`src/rtl/mux_arb_n_if.sv`:
```
// Handshake bundle for mux_arb_n: N producer channels in, one registered beat out.
interface mux_arb_n_if #(
  parameter int WIDTH = 64,
  parameter int N     = 4,
  parameter int SELW  = $clog2(N)
);
  logic [N-1:0]       in_valid;
  logic [N*WIDTH-1:0] in_data;
  logic [N-1:0]       in_ready;
  logic               mode;
  logic [SELW-1:0]    sel;
  logic               out_valid;
  logic [WIDTH-1:0]   out_data;
  logic [SELW-1:0]    out_sel;
  logic               out_ready;

  modport master (
    output in_valid, in_data, mode, sel, out_ready,
    input  in_ready, out_valid, out_data, out_sel
  );

  modport slave (
    input  in_valid, in_data, mode, sel, out_ready,
    output in_ready, out_valid, out_data, out_sel
  );
endinterface

```
`src/rtl/mux_arb_n.sv`:
```
// N-channel registered mux/arbiter with one-entry output register.
// Round-robin mode and its pointer exist only when MUX_ARB_RR_EN is defined.
module mux_arb_n_lane #(
  parameter int SELW = 2,
  parameter int IDX  = 0
) (
  input  logic            en,
  input  logic [SELW-1:0] grant_idx,
  output logic            ready
);
  assign ready = en & (grant_idx == SELW'(IDX));
endmodule

module mux_arb_n #(
  parameter int WIDTH = 64,
  parameter int N     = 4,
  parameter int SELW  = $clog2(N)
) (
  input  logic        clk,
  input  logic        rst_n,
  mux_arb_n_if.slave  bus
);
  typedef enum logic {EMPTY, FULL} state_t;

  state_t                 state, state_nxt;
  logic [N-1:0][WIDTH-1:0] data_arr;
  logic [WIDTH-1:0]       data_q;
  logic [SELW-1:0]        sel_q;
  logic [SELW-1:0]        grant_idx;
  logic                   grant_vld;
  logic                   load_ok;
  logic                   xfer;

  assign data_arr = bus.in_data;
  assign load_ok  = (state == EMPTY) | bus.out_ready;
  assign xfer     = load_ok & grant_vld;

`ifdef MUX_ARB_RR_EN
  logic [SELW-1:0] ptr;
  logic [SELW-1:0] cand;

  // Walk offsets high to low so the channel nearest ptr is written last and wins.
  always_comb begin
    grant_vld = 1'b0;
    grant_idx = bus.sel;
    cand      = '0;
    if (bus.mode) begin
      for (int k = N-1; k >= 0; k--) begin
        cand = ptr + SELW'(k);
        if (bus.in_valid[cand]) begin
          grant_vld = 1'b1;
          grant_idx = cand;
        end
      end
    end else begin
      grant_vld = bus.in_valid[bus.sel];
    end
  end

  always_ff @(posedge clk or negedge rst_n) begin
    if (!rst_n)               ptr <= '0;
    else if (xfer & bus.mode) ptr <= grant_idx + SELW'(1);
  end
`else
  logic unused_mode;
  assign unused_mode = bus.mode;

  always_comb begin
    grant_idx = bus.sel;
    grant_vld = bus.in_valid[bus.sel];
  end
`endif

  // in_ready is gated by rst_n so it drops immediately on reset assertion.
  for (genvar i = 0; i < N; i++) begin : g_lane
    mux_arb_n_lane #(.SELW(SELW), .IDX(i)) u_lane (
      .en        (rst_n & xfer),
      .grant_idx (grant_idx),
      .ready     (bus.in_ready[i])
    );
  end

  always_comb begin
    state_nxt = state;
    if (load_ok) state_nxt = grant_vld ? FULL : EMPTY;
  end

  always_ff @(posedge clk or negedge rst_n) begin
    if (!rst_n) state <= EMPTY;
    else        state <= state_nxt;
  end

  always_ff @(posedge clk or negedge rst_n) begin
    if (!rst_n) begin
      data_q <= '0;
      sel_q  <= '0;
    end else if (xfer) begin
      data_q <= data_arr[grant_idx];
      sel_q  <= grant_idx;
    end
  end

  assign bus.out_valid = (state == FULL);
  assign bus.out_data  = data_q;
  assign bus.out_sel   = sel_q;
endmodule

```
`src/flat_wrapper.sv`:
```
// flat-port wrapper written by rule: the top's interface ports become plain ports
module mux_arb_n_flat 
#(
  parameter int WIDTH = 64,
  parameter int N     = 4,
  parameter int SELW  = $clog2(N)
)
  (clk, rst_n, bus_in_valid, bus_in_data, bus_mode, bus_sel, bus_out_ready, bus_in_ready, bus_out_valid, bus_out_data, bus_out_sel);
  mux_arb_n_if #(.WIDTH(WIDTH), .N(N), .SELW(SELW)) bus_i ();
  input  logic clk;
  input  logic rst_n;
  input wire logic [$bits(bus_i.in_valid)-1:0] bus_in_valid;
  input wire logic [$bits(bus_i.in_data)-1:0] bus_in_data;
  input wire logic [$bits(bus_i.mode)-1:0] bus_mode;
  input wire logic [$bits(bus_i.sel)-1:0] bus_sel;
  input wire logic [$bits(bus_i.out_ready)-1:0] bus_out_ready;
  output wire logic [$bits(bus_i.in_ready)-1:0] bus_in_ready;
  output wire logic [$bits(bus_i.out_valid)-1:0] bus_out_valid;
  output wire logic [$bits(bus_i.out_data)-1:0] bus_out_data;
  output wire logic [$bits(bus_i.out_sel)-1:0] bus_out_sel;
  assign bus_i.in_valid = bus_in_valid;
  assign bus_i.in_data = bus_in_data;
  assign bus_i.mode = bus_mode;
  assign bus_i.sel = bus_sel;
  assign bus_i.out_ready = bus_out_ready;
  assign bus_in_ready = bus_i.in_ready;
  assign bus_out_valid = bus_i.out_valid;
  assign bus_out_data = bus_i.out_data;
  assign bus_out_sel = bus_i.out_sel;
  mux_arb_n #(.WIDTH(WIDTH), .N(N), .SELW(SELW)) u_core (.clk(clk), .rst_n(rst_n), .bus(bus_i));
endmodule
```
`config.mk`:
```
export PLATFORM = sky130hd
export DESIGN_NAME = mux_arb_n_flat
export DESIGN_NICKNAME = d
export VERILOG_FILES = /design/src/rtl/mux_arb_n_if.sv /design/src/rtl/mux_arb_n.sv /design/src/flat_wrapper.sv
export SDC_FILE = /design/constraint.sdc
export NUM_CORES = 1
export LEC_CHECK = 0
export CORE_AREA = 2 2 132 134
export CTS_BUF_LIST = sky130_fd_sc_hd__clkbuf_2
export DETAILED_ROUTE_END_ITERATION = 10
export DIE_AREA = 0 0 134 136
export PLACE_DENSITY = 0.64
export RECOVER_POWER = 100
export SYNTH_ARGS = -nofsm -noshare
export SYNTH_HDL_FRONTEND = slang
export SYNTH_SLANG_ARGS = --single-unit
```
`constraint.sdc`:
```
create_clock -name clk -period 4.95 [get_ports clk]
set_input_delay 0.99 -clock clk [delete_from_list [all_inputs] [get_ports clk]]
set_output_delay 0.99 -clock clk [all_outputs]
set_load 0.005 [all_outputs]
```
==> results of run 1 <==
[metrics by stage]
stage	std cells	hold WS (ps)	cell area [um^2]	setup slack, ps
after global placement	778	491	7840	1360
final	795	504	7760	790
after CTS	794	534	7980	1360
after global routing	795	536	7760	655
after floorplan	241	504	4420	1960
after detailed placement	778	491	7840	1360
[critical path, stage by stage]
cell	delay [ps]
clkbuf_1	630
mux2i_1	210
nor3b_1	540
and4_1	260
clkdlybuf4s50_1	520
[state kept, by name, indices dropped and copies added, names as in the netlist]
signal,count
u_core.bus.out_sel,2
u_core.bus.out_valid,1
u_core.bus.out_data,64
[layout by cell type, fill, tap and decap left out, drive strengths merged, types with 2 or more instances in the layout]
cell	instances
clkinvlp	2
mux4	64
mux2	66
clkbuf	12
bufinv	2
inv	3
clkinv	3
dlygate4sd3	68
nor2	4
and4	2
clkdlybuf4s50	264
buf	4
dfrtp	67
[power by group through the flow]
stage | Combinational [mW] | Sequential [mW] | Clock, mW
2_1_floorplan | 0.379 | 0.788 | 0
3_5_place_dp | 0.966 | 0.781 | 0
3_3_place_gp | 0.956 | 0.775 | 0
5_1_grt | 0.855 | 0.782 | 0.417
4_1_cts | 0.970 | 0.774 | 0.394
6_report | 0.797 | 0.759 | 0.368
[metal layers]
metal	wire length, um	vias to the layer above
met2	8050	182
met5	0	-
met1	5140	1781
met4	391	0
met3	1100	24
li1	-	1622
[area by class of cell]
type	count	area [um^2]
multi-input cells	144	2290
fillers	1530	9110
flip-flops and latches	67	1680
diodes	1	2.50
inverters	3	11.3
repair buffers	339	3370
clock buffers	9	45.0
clock inverters	7	92.6
well taps	225	282
[synthesized netlist by cell type (all sizes together)]
cell,instances,area (um^2)
mux4,64,1440
o21ai,1,5.00
mux2i,1,10.0
inv,3,11.3
nor3b,1,18.8
and3,1,11.3
nand2b,1,6.26
and4,2,17.5
nand3,1,5.00
and2,1,6.26
nor2,4,22.5
o21bai,1,7.51
dfrtp,67,1680
mux2,66,935
clkbuf,5,18.8
buf,22,225
[worst max path at each step]
stage                          startpoint               to  slack [ps]  cells after the start
final                          bus_sel[1]  bus_in_ready[2]         790                      5
after global placement    bus_in_valid[2]  bus_in_ready[2]        1360                      5
after global routing           bus_sel[1]  bus_in_ready[2]         660                      5
after floorplan                bus_sel[1]  bus_in_ready[0]        1960                      6
after detailed placement  bus_in_valid[0]  bus_in_ready[0]        1360                      5
after CTS                 bus_in_valid[0]  bus_in_ready[0]        1360                      5
[cell families after synthesis]
family | after synthesis | share of synthesized area (%)
compound gates | 2 | 0.283
buf+inv | 30 | 5.78
mux | 131 | 54.0
flops | 67 | 37.9
simple gates | 11 | 1.98
==> run_results.csv, run 1 <==
group,metric,value,unit
synth,syn_nets,507,
die,io_pins,337,
global_route,grt_max_degree,68,
pwr,pwr-share-seq,39.4,%
clock_tree,numClockSinks,67,
finish,final_nets,830,
global_route,busiest_layer,"met2",
die,die_h,136,um
pwr,leakage,2.94,nW
worst_hold_path,hp-class,"register to register",
synth,ys_ff_latch,67,
die,rows,48,
finish,drive_gt1_share,17.9,%
timing,rsz0062_at_grt,"false",
clock_tree,numCtsBuffers,9,
setup_path,worstSetupPathType,"input port to primary output",
finish,fin_util,46.0,%
clock_tree,h-tree-depth,3,
detailed_routing,drt_pass1_iterations,4,
detailed_routing,drtAntennaViolNets,0,
clock_tree,cts_root_buf,"clkbuf_2",
worst_hold_path,hold_end,"u_core.bus.out_data[45]",
global_route,grt_util_all_layers,16.0,%
die,core-area,16900,um^2
timing,skew,28.5,ps
setup_path,r2r_slack,2060,ps
placed_design,port_buffers,335,
global_route,use_met3,3.73,%
finish,syn_to_final_growth,75.7,%
detailed_routing,num_vias,3609,
die,dieWidth,134,um
global_route,met1_usage,17.3,%
clock_tree,insertion_delay,500,ps
placed_design,dp_hpwl,11700,um
global_route,grt_pass1_wl,22200,um
pwr,clock_power_share,19.1,%
clock_tree,cts_resized,0,
global_route,met2_usage,29.6,%
setup_path,cp-start-kind,"input port",
flow_run,maxCapViolCount,1,
timing,slew_headroom,-13.7,%
synth,synth.distinct_cells,23,
die,die_area,18200,um^2
setup_path,rr_worst_depth,5,
pwr,p_int,1.40,mW
pwr,power_switching,0.520,mW
clock_tree,cts_tree,"done",
synth,ys_warn_count,0,
detailed_routing,vias_per_cell,4.54,
global_route,grt_pass1_vias,4110,
worst_hold_path,worstHoldPathCells,1,
timing,tns,0,ps
setup_path,r2r-end,"u_core.bus.out_data[19]",
setup_path,crit_path_end_kind,"primary output",
outcome,violations,"max-capacitance violations, max-slew violations",
pwr,powerDensity,248,nW/um^2
outcome,run_status,"finished, violations left",
detailed_routing,route.detailed.drc,0,
setup_path,worstReg2RegStart,"u_core.bus.out_valid",
clock_tree,cts_buffer_depth,2,
pwr,comb_power_share,41.4,%
timing,slew_violations,66,
timing,fmax,240,MHz
clock_tree,ctsHoldBuffers,0,
synth,syn_area_per_cell,18.3,um^2
detailed_routing,drt_iter0_markers,115,
setup_path,critPathArrivalTime,3170,ps
pwr,p_sw_share,27.0,%
die,initial_core_util,26.2,%
synth,syn_area,4420,um^2
timing,finalSetupViolations,0,
setup_path,cp_data_required_time,3960,ps
timing,hold_viol,0,
detailed_routing,avgRoutedWirePerCell,18.5,um
global_route,grt-ovfl-total,0,
setup_path,worstPathMaxFanout,14,
detailed_routing,totalWireLength,14700,um
worst_hold_path,min-delay-start,"u_core.bus.out_data[45]",
timing,period_minus_slack,4160,ps
clock_tree,clk_pin_slew,170,ps
global_route,antenna_found_initial,1,
timing,worst_slew_pin_slew,1710,ps
synth,netlist_instances,241,
placed_design,place.gp.congestion,0.829,
synth,yosysSeqAreaShare,37.9,%
pwr,finalPower,1.92,mW
timing,post-route-period-util,84.0,%
clock_tree,postCtsSetupRepairBufs,0,
pwr,ir_worst_vdd,0.138,mV
Note: power is estimated with default switching activity, not from simulation.
==> run 2: changes to the inputs <==
--- a/config.mk
+++ b/config.mk
@@ -5,11 +5,11 @@
 export SDC_FILE = /design/constraint.sdc
 export NUM_CORES = 1
 export LEC_CHECK = 0
-export CORE_AREA = 2 2 132 134
+export CORE_AREA = 2 2 130 132
 export CTS_BUF_LIST = sky130_fd_sc_hd__clkbuf_2
 export DETAILED_ROUTE_END_ITERATION = 10
-export DIE_AREA = 0 0 134 136
-export PLACE_DENSITY = 0.64
+export DIE_AREA = 0 0 132 134
+export PLACE_DENSITY = 0.66
 export RECOVER_POWER = 100
 export SYNTH_ARGS = -nofsm -noshare
 export SYNTH_HDL_FRONTEND = slang
==> constraint.sdc (replaced) <==
create_clock -name clk -period 4.03 [get_ports clk]
set_input_delay 0.806 -clock clk [delete_from_list [all_inputs] [get_ports clk]]
set_output_delay 0.806 -clock clk [all_outputs]
set_load 0.005 [all_outputs]
==> run_results.csv, run 2 (synthesis gave the netlist of run 1 again) <==
group,metric,value,unit
detailed_routing,num_vias,3644,
finish,drive_gt1_share,18.1,%
clock_tree,clk_pin_slew,210,ps
pwr,leakage,2.99,nW
detailed_routing,drt_pass1_iterations,4,
setup_path,r2r_slack,1910,ps
finish,syn_to_final_growth,76.8,%
clock_tree,numCtsBuffers,9,
timing,tns,0,ps
clock_tree,insertion_delay,510,ps
setup_path,worstReg2RegStart,"u_core.bus.out_valid",
finish,mostFrequentLayoutCells,"clkdlybuf4s50_1, dlygate4sd3_1, dfrtp_1",
die,io_pins,337,
outcome,run_status,"finished, violations left",
die,core-area,16300,um^2
setup_path,r2r-end,"u_core.bus.out_data[49]",
clock_tree,cts_resized,0,
timing,worst_slew_pin_slew,1900,ps
global_route,busiest_layer,"met2",
global_route,use_met3,4.61,%
detailed_routing,totalWireLength,14800,um
setup_path,cp-endpoint,"bus_in_ready[1]",
setup_path,cp_data_required_time,3220,ps
detailed_routing,route.detailed.drc,0,
timing,finalSetupViolations,0,
die,rows,47,
timing,slew_violations,37,
timing,fmax,283,MHz
detailed_routing,drtAntennaViolNets,0,
setup_path,slowest_delay,610,ps
setup_path,cp-start-kind,"input port",
die,die_area,17700,um^2
placed_design,place.gp.congestion,0.788,
global_route,grt_util_all_layers,17.1,%
global_route,grt_pass1_wl,23200,um
setup_path,crit_start,"bus_sel[1]",
finish,final_nets,830,
placed_design,port_buffers,335,
die,die_h,134,um
setup_path,rr_worst_depth,5,
placed_design,dp_hpwl,11900,um
die,dieWidth,132,um
pwr,ir_worst_vdd,0.155,mV
clock_tree,h-tree-depth,3,
finish,final_common_cell,"clkdlybuf4s50_1",
clock_tree,postCtsSetupRepairBufs,0,
timing,skew,26.2,ps
setup_path,worstSetupPathType,"input port to primary output",
pwr,powerDensity,318,nW/um^2
global_route,met2_usage,31.5,%
setup_path,worstPathMaxFanout,22,
outcome,violations,"max-capacitance violations, max-slew violations",
detailed_routing,avgRoutedWirePerCell,18.7,um
clock_tree,numClockSinks,67,
detailed_routing,vias_per_cell,4.61,
flow_run,maxCapViolCount,1,
timing,slew_headroom,-26.7,%
setup_path,crit_path_end_kind,"primary output",
setup_path,critPathArrivalTime,2720,ps
timing,rsz0062_at_grt,"false",
timing,setup_ws,501,ps
setup_path,cp.depth,6,
clock_tree,ctsHoldBuffers,0,
timing,period_minus_slack,3530,ps
global_route,met1_usage,18.4,%
worst_hold_path,hp-class,"input port to asynchronous set/reset pin",
global_route,grt-ovfl-total,0,
finish,largest_reg_flops,64,
die,initial_core_util,27.1,%
clock_tree,cts_root_buf,"clkbuf_2",
detailed_routing,drt_iter0_markers,87,
placed_design,place_ws,612,ps
clock_tree,cts_buffer_depth,2,
timing,post-route-period-util,87.6,%
global_route,antenna_found_initial,1,
global_route,grt_pass1_vias,4288,
timing,hold_viol,0,
setup_path,crit_buf_inv,2,
setup_path,cp_top_family,"buffers and inverters",
global_route,grt_max_degree,66,
setup_path,cp_slowest_cell,"dlygate4sd3_1",
clock_tree,cts_tree,"done",
setup_path,crit_chain,"buf_2 > mux2_1 > and3_1 > nand3_1 > nor2_1 > dlygate4sd3_1",
[run 2: changes by cell type in the layout (fill, tap and decap cells not counted), sizes merged]
cell and delta:
clkinvlp -2, buf +1, clkdlybuf4s50 -2, clkinv -1, dlygate4sd3 +2, bufinv +2
[run 2: worst register-to-register path, stage by stage, from the launching register on]
cell	delay, ps
dfrtp_1	390
nand2b_1	90
and3_1	230
nor2_4	80
clkbuf_4	780
mux2_2	430
[run 2: area by class of cell]
cell class	instances	area (um^2)
antenna	1	2.50
sequential	67	1680
clock buffer	10	50.0
inverter	3	11.3
tap	220	275
timing repair buffer	339	3370
fill	1479	8480
multi-input combinational	144	2300
clock inverter	6	128
[run 2: worst min path at each step]
stage / endpoint / slack, ps / depth (start not counted)
after floorplan: u_core.bus.out_data[49] / 500 / 1
after global placement: u_core.bus.out_data[52] / 490 / 1
after detailed placement: u_core.bus.out_data[43] / 490 / 1
after CTS: u_core.bus.out_data[28] / 110 / 1
after global routing: u_core.bus.out_data[37] / 130 / 1
final: u_core.bus.out_data[37] / 190 / 1
[run 2: stage by stage]
| step | instances | power (mW) | utilization, % | instance area [um^2] | hold slack, ps |
|---|---|---|---|---|---|
| CTS | 789 | 2.75 | 49.2 | 8010 | 113 |
| detailed placement | 773 | 2.14 | 48.1 | 7840 | 493 |
| global placement | 773 | 2.12 | 48.1 | 7840 | 487 |
| global route | 790 | 2.65 | 47.9 | 7810 | 132 |
| finish | 790 | 2.49 | 47.9 | 7810 | 194 |
| floorplan | 241 | 1.43 | - | 4420 | 504 |
[run 2: metal layers]
metal	wire length (um)	vias up
li1	-	1626
met1	5110	1805
met2	8120	186
met3	1140	27
met4	407	0
met5	0	-
[run 2: report_power, final]
part / switching [mW] / internal [mW]
sequential: 0.0858 / 0.848
clock: 0.250 / 0.329
combinational: 0.301 / 0.674
